## src/rtl/fetch_pc_ctrl_pkg.sv

```systemverilog
// Shared Y86-64 pipeline defines: icodes, status codes, F/D register layout.
package fetch_pc_ctrl_pkg;

  localparam logic [3:0] IHALT   = 4'h0;
  localparam logic [3:0] INOP    = 4'h1;
  localparam logic [3:0] IRRMOVQ = 4'h2;
  localparam logic [3:0] IIRMOVQ = 4'h3;
  localparam logic [3:0] IRMMOVQ = 4'h4;
  localparam logic [3:0] IMRMOVQ = 4'h5;
  localparam logic [3:0] IOPQ    = 4'h6;
  localparam logic [3:0] IJXX    = 4'h7;
  localparam logic [3:0] ICALL   = 4'h8;
  localparam logic [3:0] IRET    = 4'h9;
  localparam logic [3:0] IPUSHQ  = 4'hA;
  localparam logic [3:0] IPOPQ   = 4'hB;

  localparam logic [3:0] RNONE   = 4'hF;

  localparam logic [2:0] SAOK    = 3'd1;
  localparam logic [2:0] SHLT    = 3'd2;
  localparam logic [2:0] SADR    = 3'd3;
  localparam logic [2:0] SINS    = 3'd4;

  // F/D pipeline register contents
  typedef struct packed {
    logic [3:0]  icode;
    logic [3:0]  ifun;
    logic [3:0]  ra;
    logic [3:0]  rb;
    logic [63:0] valc;
    logic [63:0] valp;
    logic [2:0]  stat;
  } fd_reg_t;

  // Hazard controls produced by pipe_ctrl
  typedef struct packed {
    logic f_stall;
    logic d_stall;
    logic d_bubble;
  } hzd_t;

  localparam fd_reg_t FD_NOP = '{icode: INOP, ifun: 4'h0, ra: RNONE, rb: RNONE,
                                 valc: 64'h0, valp: 64'h0, stat: SAOK};

  // Instructions that write a register from memory in the M stage
  function automatic logic is_mem_load(input logic [3:0] icode);
    return (icode == IMRMOVQ) || (icode == IPOPQ);
  endfunction

endpackage

```

## src/rtl/fetch_pc_ctrl_pipe_ctrl.sv

```systemverilog
// Combinational hazard detection: load-use, pending ret, branch mispredict.
module pipe_ctrl
  import fetch_pc_ctrl_pkg::*;
(
  input  logic [3:0] d_icode,
  input  logic [3:0] e_icode,
  input  logic [3:0] e_dstm,
  input  logic       e_cnd,
  input  logic [3:0] m_icode,
  input  logic [3:0] d_srca,
  input  logic [3:0] d_srcb,
  input  logic       halted,
  output hzd_t       hzd
);

  logic load_use, ret_pend, mispred;

  // Derive stall/bubble from the three hazard sources plus the halt freeze
  always_comb begin
    load_use = is_mem_load(e_icode) && (e_dstm != RNONE) &&
               ((e_dstm == d_srca) || (e_dstm == d_srcb));
    ret_pend = (d_icode == IRET) || (e_icode == IRET) || (m_icode == IRET);
    mispred  = (e_icode == IJXX) && !e_cnd;
    hzd          = '0;
    hzd.f_stall  = load_use | ret_pend | halted;
    hzd.d_stall  = load_use | halted;
    hzd.d_bubble = mispred | (ret_pend & ~load_use);
  end

endmodule

```

## src/rtl/fetch_pc_ctrl.sv

```systemverilog
// Fetch-side sequencing: F register, PC select, F/D register and halt latch.
module fetch_pc_ctrl
  import fetch_pc_ctrl_pkg::*;
#(
  parameter logic [63:0] RESET_PC = 64'h0
) (
  input  logic        clk_i,
  input  logic        rst_n_i,
  input  logic [63:0] f_predPC_i,
  input  logic [3:0]  f_icode_i,
  input  logic [3:0]  f_ifun_i,
  input  logic [3:0]  f_rA_i,
  input  logic [3:0]  f_rB_i,
  input  logic [63:0] f_valC_i,
  input  logic [63:0] f_valP_i,
  input  logic [2:0]  f_stat_i,
  input  logic [3:0]  d_srcA_i,
  input  logic [3:0]  d_srcB_i,
  input  logic [3:0]  E_icode_i,
  input  logic [3:0]  E_dstM_i,
  input  logic        e_Cnd_i,
  input  logic [3:0]  M_icode_i,
  input  logic        M_Cnd_i,
  input  logic [63:0] M_valA_i,
  input  logic [3:0]  W_icode_i,
  input  logic [63:0] W_valM_i,
  input  logic [3:0]  D_icode_i,
  output logic [63:0] f_pc_o,
  output logic [3:0]  D_icode_o,
  output logic [3:0]  D_ifun_o,
  output logic [3:0]  D_rA_o,
  output logic [3:0]  D_rB_o,
  output logic [63:0] D_valC_o,
  output logic [63:0] D_valP_o,
  output logic [2:0]  D_stat_o,
  output logic        F_stall_o,
  output logic        D_stall_o,
  output logic        D_bubble_o,
  output logic        halted_o
);

  logic [63:0] pred_pc_q;
  fd_reg_t     d_q, f_in;
  hzd_t        hzd;
  logic        halted_q;
  logic        d_load;

  pipe_ctrl u_pipe_ctrl (
    .d_icode (D_icode_i),
    .e_icode (E_icode_i),
    .e_dstm  (E_dstM_i),
    .e_cnd   (e_Cnd_i),
    .m_icode (M_icode_i),
    .d_srca  (d_srcA_i),
    .d_srcb  (d_srcB_i),
    .halted  (halted_q),
    .hzd     (hzd)
  );

  // Fetch PC: mispredict recovery beats ret target beats prediction
  always_comb begin
    f_pc_o = pred_pc_q;
    if ((M_icode_i == IJXX) && !M_Cnd_i) f_pc_o = M_valA_i;
    else if (W_icode_i == IRET)          f_pc_o = W_valM_i;
  end

  // Pack fetched fields; a normal D load is neither stalled nor bubbled
  always_comb begin
    f_in   = '{icode: f_icode_i, ifun: f_ifun_i, ra: f_rA_i, rb: f_rB_i,
               valc: f_valC_i, valp: f_valP_i, stat: f_stat_i};
    d_load = !hzd.d_stall && !hzd.d_bubble;
  end

  // F register: predicted PC, held while fetch is stalled
  always_ff @(posedge clk_i) begin
    if (!rst_n_i)          pred_pc_q <= RESET_PC;
    else if (!hzd.f_stall) pred_pc_q <= f_predPC_i;
  end

  // F/D register: stall holds and has priority over bubble
  always_ff @(posedge clk_i) begin
    if (!rst_n_i)          d_q <= FD_NOP;
    else if (hzd.d_stall)  d_q <= d_q;
    else if (hzd.d_bubble) d_q <= FD_NOP;
    else                   d_q <= f_in;
  end

  // Halt latch: only a faulting instruction that really enters D freezes the pipe
  always_ff @(posedge clk_i) begin
    if (!rst_n_i)                         halted_q <= 1'b0;
    else if (d_load && (f_stat_i != SAOK)) halted_q <= 1'b1;
  end

  assign D_icode_o  = d_q.icode;
  assign D_ifun_o   = d_q.ifun;
  assign D_rA_o     = d_q.ra;
  assign D_rB_o     = d_q.rb;
  assign D_valC_o   = d_q.valc;
  assign D_valP_o   = d_q.valp;
  assign D_stat_o   = d_q.stat;
  assign F_stall_o  = hzd.f_stall;
  assign D_stall_o  = hzd.d_stall;
  assign D_bubble_o = hzd.d_bubble;
  assign halted_o   = halted_q;

endmodule
```

## config.mk

```make
export PLATFORM = sky130hd
export DESIGN_NAME = fetch_pc_ctrl
export DESIGN_NICKNAME = d
export VERILOG_FILES = /design/src/rtl/fetch_pc_ctrl_pkg.sv /design/src/rtl/fetch_pc_ctrl_pipe_ctrl.sv /design/src/rtl/fetch_pc_ctrl.sv
export SDC_FILE = /design/constraint.sdc
export NUM_CORES = 1
export LEC_CHECK = 0
export CAP_MARGIN = 20
export CELL_PAD_IN_SITES_DETAIL_PLACEMENT = 2
export CELL_PAD_IN_SITES_GLOBAL_PLACEMENT = 2
export CORE_AREA = 2 2 229 231
export DETAILED_ROUTE_END_ITERATION = 16
export DIE_AREA = 0 0 231 233
export GPL_ROUTABILITY_DRIVEN = 0
export GPL_TIMING_DRIVEN = 0
export PLACE_DENSITY_LB_ADDON = 0.1
export SETUP_SLACK_MARGIN = 0.3
export SLEW_MARGIN = 20
export SYNTH_ARGS = -nofsm -noshare
export SYNTH_HDL_FRONTEND = slang
export SYNTH_SLANG_ARGS = --single-unit
```

## constraint.sdc

```tcl
create_clock -name clk_i -period 4.5 [get_ports clk_i]
set_input_delay 0.675 -clock clk_i [delete_from_list [all_inputs] [get_ports clk_i]]
set_output_delay 0.675 -clock clk_i [all_outputs]
set_load 0.02 [all_outputs]
```

-- After elaboration in Yosys (flattened, before gate mapping)
Cells that the tools add are included.
- logic and storage cells: 44
- register bits after elaboration: 212
- input bits: 371
- reduce and logical (&&, ||, !) cells: 14
- bitwise operators: 6
- multiplexer cells: 3
- equal/unequal tests: 12
- operators with widths (operator ; number):
    147-bit 2-to-1 mux ; 1
    64-bit 2-to-1 mux ; 2
    4-bit == test, second input constant ; 5
    4-bit by 3-bit == test with 1-bit output, second input constant ; 3
    4-bit == test ; 2
    1-bit logical AND ; 6
    1-bit zero test ; 4
    1-bit logical OR ; 4
    4-bit inequality test, second input constant ; 1
    1-bit OR ; 4
    3-bit by 1-bit inequality test with 1-bit output, second input constant ; 1
    1-bit AND ; 1
    1-bit inverter ; 1

-- Longest topological paths before layout
Gate-level depths: netlist (run 1).
- word-level depth: 10
- depth in mapped cells: 7

-- Hierarchy
Synthesis (run 1) repeated with hierarchy kept, for this count alone.
- cells, all modules: 869
- area total of the unflattened synthesis: 9845.7 sq um
- modules (own cells, without submodules) (module ; seq. area each (sq um) ; cells each ; area an instance (sq um) ; times used):
    fetch_pc_ctrl ; 4244.1 ; 846 ; 9663.0 ; 1
    pipe_ctrl ; 0.0 ; 23 ; 182.7 ; 1

-- Worst setup path after synthesis (run 1)
No wires, ideal clock.
- path type: input to output
- start: input port W_icode_i[1]
- end: output port f_pc_o[10]
- stages: 5
- data arrival time: 1893 ps
- slack: 1932 ps
- cell sequence: nor4bb_1 buf_2 buf_2 mux2i_1 a21oi_1
- word-level cells in the longest chain between the ends: 3
- ends and longest elaborated chain (what ; RTL line ; RTL):
    from (decl) ; fetch_pc_ctrl.sv:25 ; input logic [3:0] W_icode_i,
    4-bit == test ; fetch_pc_ctrl.sv:64 ; else if (W_icode_i == IRET) f_pc_o = W_valM_i;
    64-bit 2-to-1 mux ; fetch_pc_ctrl.sv:64 ;
    64-bit 2-to-1 mux ; fetch_pc_ctrl.sv:63 ; if ((M_icode_i == IJXX) && !M_Cnd_i) f_pc_o = M_valA_i;
    to (decl) ; fetch_pc_ctrl.sv:28 ; output logic [63:0] f_pc_o,
No other way between the ends.

-- Worst setup path after layout (run 1)
- start: input port D_icode_i[3]
- end: output port F_stall_o
- word-level cells in the longest chain between the ends: 5
- ends and longest elaborated chain (what ; RTL line ; RTL):
    from (decl) ; fetch_pc_ctrl.sv:27 ; input logic [3:0] D_icode_i,
    4-bit == test ; fetch_pc_ctrl_pipe_ctrl.sv:22 ; ret_pend = (d_icode == IRET) || (e_icode == IRET) || (m_icode == IRET);
    1-bit logical OR (2 in a row) ; fetch_pc_ctrl_pipe_ctrl.sv:22 ;
    1-bit OR (2 in a row) ; fetch_pc_ctrl_pipe_ctrl.sv:25 ; hzd.f_stall = load_use | ret_pend | halted;
    to (decl) ; fetch_pc_ctrl.sv:36 ; output logic F_stall_o,
No other way between the ends.

==> results of run 1 <==
power by group:
part	internal, mW	switching, mW	total, mW
Combinational	0.827	0.764	1.59
Sequential	2.04	0.0993	2.14
Clock	1.37	0.899	2.27
kinds of logic after synthesis:
group | after synthesis | share of synthesized area
buffers and inverters | 92 | 0.0485
XOR/XNOR | 8 | 0.00707
AO/OA/AOI/OAI | 69 | 0.0360
flip-flops | 212 | 0.428
AND/OR/NAND/NOR | 506 | 0.203
multiplexers | 275 | 0.278
area by class of cell:
| cell class | count | area, µm² |
|---|---|---|
| clock buffers | 45 | 876 |
| fillers | 5767 | 33500 |
| repair buffers | 584 | 5850 |
| plain buffers | 90 | 475 |
| flip-flops and latches | 212 | 4240 |
| clock inverters | 4 | 45.0 |
| diodes | 8 | 20.0 |
| inverters | 2 | 7.51 |
| multi-input cells | 858 | 5200 |
| well taps | 680 | 851 |
worst min-delay path: cells and delay by family, from the launching register on:
kind             cells  cell delay (ps)
DFF                  1              310
and+or+nand+nor      1               50
muxes                1               50
path summary, 6_finish.rpt:
check / from / endpoint / slack (ps) / cells after the start
worst min register to register: D_valP_o[16] / D_valP_o[16] / 450 / 2
worst max register to register: halted_o / D_valP_o[43] / 3010 / 4
worst min-delay path: D_valP_o[16] / D_valP_o[16] / 450 / 2
worst max-delay path: D_icode_i[3] / F_stall_o / 500 / 8
sequential cells by signal (all words and copies together), names as in the netlist:
signal / flops
D_ifun_o: 4
D_stat_o: 3
D_rA_o: 4
D_valP_o: 64
D_rB_o: 4
pred_pc_q: 64
D_icode_o: 4
D_valC_o: 64
halted_o: 1
what timing repair did:
action | CTS | global route
endpoints found under the setup margin | 1 | 7
cloned | 0 | 0
gates resized for setup | 1 | 2
routing by layer:
layer | global-route usage | part of all wire | vias to the layer above
met1 | 0.216 | 0.38 | 5127
met3 | 0.0727 | 0.088 | 54
met2 | 0.375 | 0.52 | 342
met5 | 0 | 0.0016 | -
li1 | - | - | 5060
met4 | 0.0407 | 0.012 | 14
cell usage in the layout, fill, tap and decap left out, types with 5 or more instances in the layout:
cell	synthesis	layout
a21oi_1	64	64
buf_2	21	21
buf_4	19	19
buf_6	5	5
clkbuf_1	45	50
clkbuf_16	0	29
clkbuf_8	0	9
clkdlybuf4s50_1	0	584
dfxtp_1	212	212
diode_2	0	8
mux2i_1	275	275
nand2_1	404	404
nor2_1	76	76
nor2b_1	10	10
xnor2_1	8	8
per-stage QoR:
step                hold slack [ps]  total power, mW  area (µm²)  instances
global route                    478             6.32       17600       2479
floorplan                       434             2.87        9910       1162
detailed placement              451             3.80       16600       2426
CTS                             462             6.14       17500       2475
global placement                442             3.77       16600       2426
finish                          454             6.00       17600       2483
==> reports/summary.txt, run 1 <==
Setup CP Type: in2out
first-pass GRT wire length: 79900 µm
most common cell in the synthesized netlist: nand2_1
CP dominant cell by count: clkdlybuf4s50_1
H-tree depth: 1
worst min path class: reg2reg
initial antenna violation count: 15
Async S/R FF share, synth: 0
Fmax: 250 MHz
Worst-Margin Slew: 942 ps
initial drt markers: 270
final-report hold violation count: 0
Port-buffer cells: 584
Area contributors post-synth: dfxtp_1 (43%), mux2i_1 (28%), nand2_1 (15%), a21oi_1 (3.2%), nor2_1 (2.9%)
period utilisation layout: 0.889
cell family with the largest share of critical-path delay: buffers and inverters
Synth area leader: dfxtp_1
Post-Syn Area: 9910 µm²
CP endpoint kind: output port
Setup TNS Final: 0 ps
drt pass-1 iters: 4
layout cells sized above 1: 0.0540
Tot GR Track Use: 0.201
post-route ant nets: 0
# DRC: 0
Main synth FF type: dfxtp_1
boundary pin count: 586
postcts setup bufs: 0
clk buf depth: 3
static leakage power: 7.14 nW
Yosys reg bits: 212
# nets final: 2147
Synth top area share: 0.428
Final min period: 4000 ps
Power per Cell Area: 342 nW/µm²
Post-synth EDFFs: 0
top cells by count, synth: nand2_1 (404), mux2i_1 (275), dfxtp_1 (212)
clock latency on the worst-skew pair: 560 ps
initial core utilization: 0.194
Core ar.: 51100 µm²
setup ws final: 499 ps
Worst-path clk slew: 50 ps
Die Ht: 233 µm
Worst EP arrival: 3330 ps
Max IR drop VDD: 0.256 mV
Vias: 10597
vias in the first global route: 11873
Die X: 231 µm
vias per cell: 4.27
average wire per standard cell: 22.7 µm
DP HPWL: 45800 µm
Max Slew Vio Count: 0
WL final: 56300 µm
CTS root buffer: clkbuf_16
total grt overflow: 0
Die ar.: 53800 µm²
Seq/Total Area, Yosys: 0.428
CTS tree: yes
largest net degree at the start of global routing: 14
status: complete, no violations
buffers and inverters on the worst path: 5
CTS sink count: 212
Mapped Avg Cell Area: 8.53 µm²
startpoint types: primary input
Mapped Nets: 1533
Max Cap Viol: 0
FP Rows: 83
Post-CTS Hold Fix Bufs: 0
CTS Buf Count: 28
crit-path cells: clkdlybuf4s50_1, nor4bb_2, nor3_4, nor3b_2, buf_4, buf_6, inv_2, clkdlybuf4s50_1
Syn Inst Count: 1162
Setup Skew: 10.5 ps
Final setup viols: 0
Worst path max stage delay: 740 ps
CP Max Fanout: 10
Place WS: 232 ps
P&R area growth vs syn: 77.1%
highest-delay cell along the critical path: nor4bb_2
count of cell types in the netlist: 28
Worst Path Required: 3830 ps
utilization after layout: 0.344
relative slew slack: 0.372
YS warnings: 0
RSZ-0062 raised after global routing: false
No activity file was read; power rests on OpenSTA's default activity.
==> inputs of run 2 (changes only) <==
- TNS_END_PERCENT: unset -> 10
==> results of run 2 <==
No change in the layout: final DEF, timing and power equal those of run 1.
==> inputs of run 3 (changes only) <==
- CTS_CLUSTER_SIZE: unset -> 25
==> results of run 3 <==
No change in the layout: final DEF, timing and power equal those of run 1.
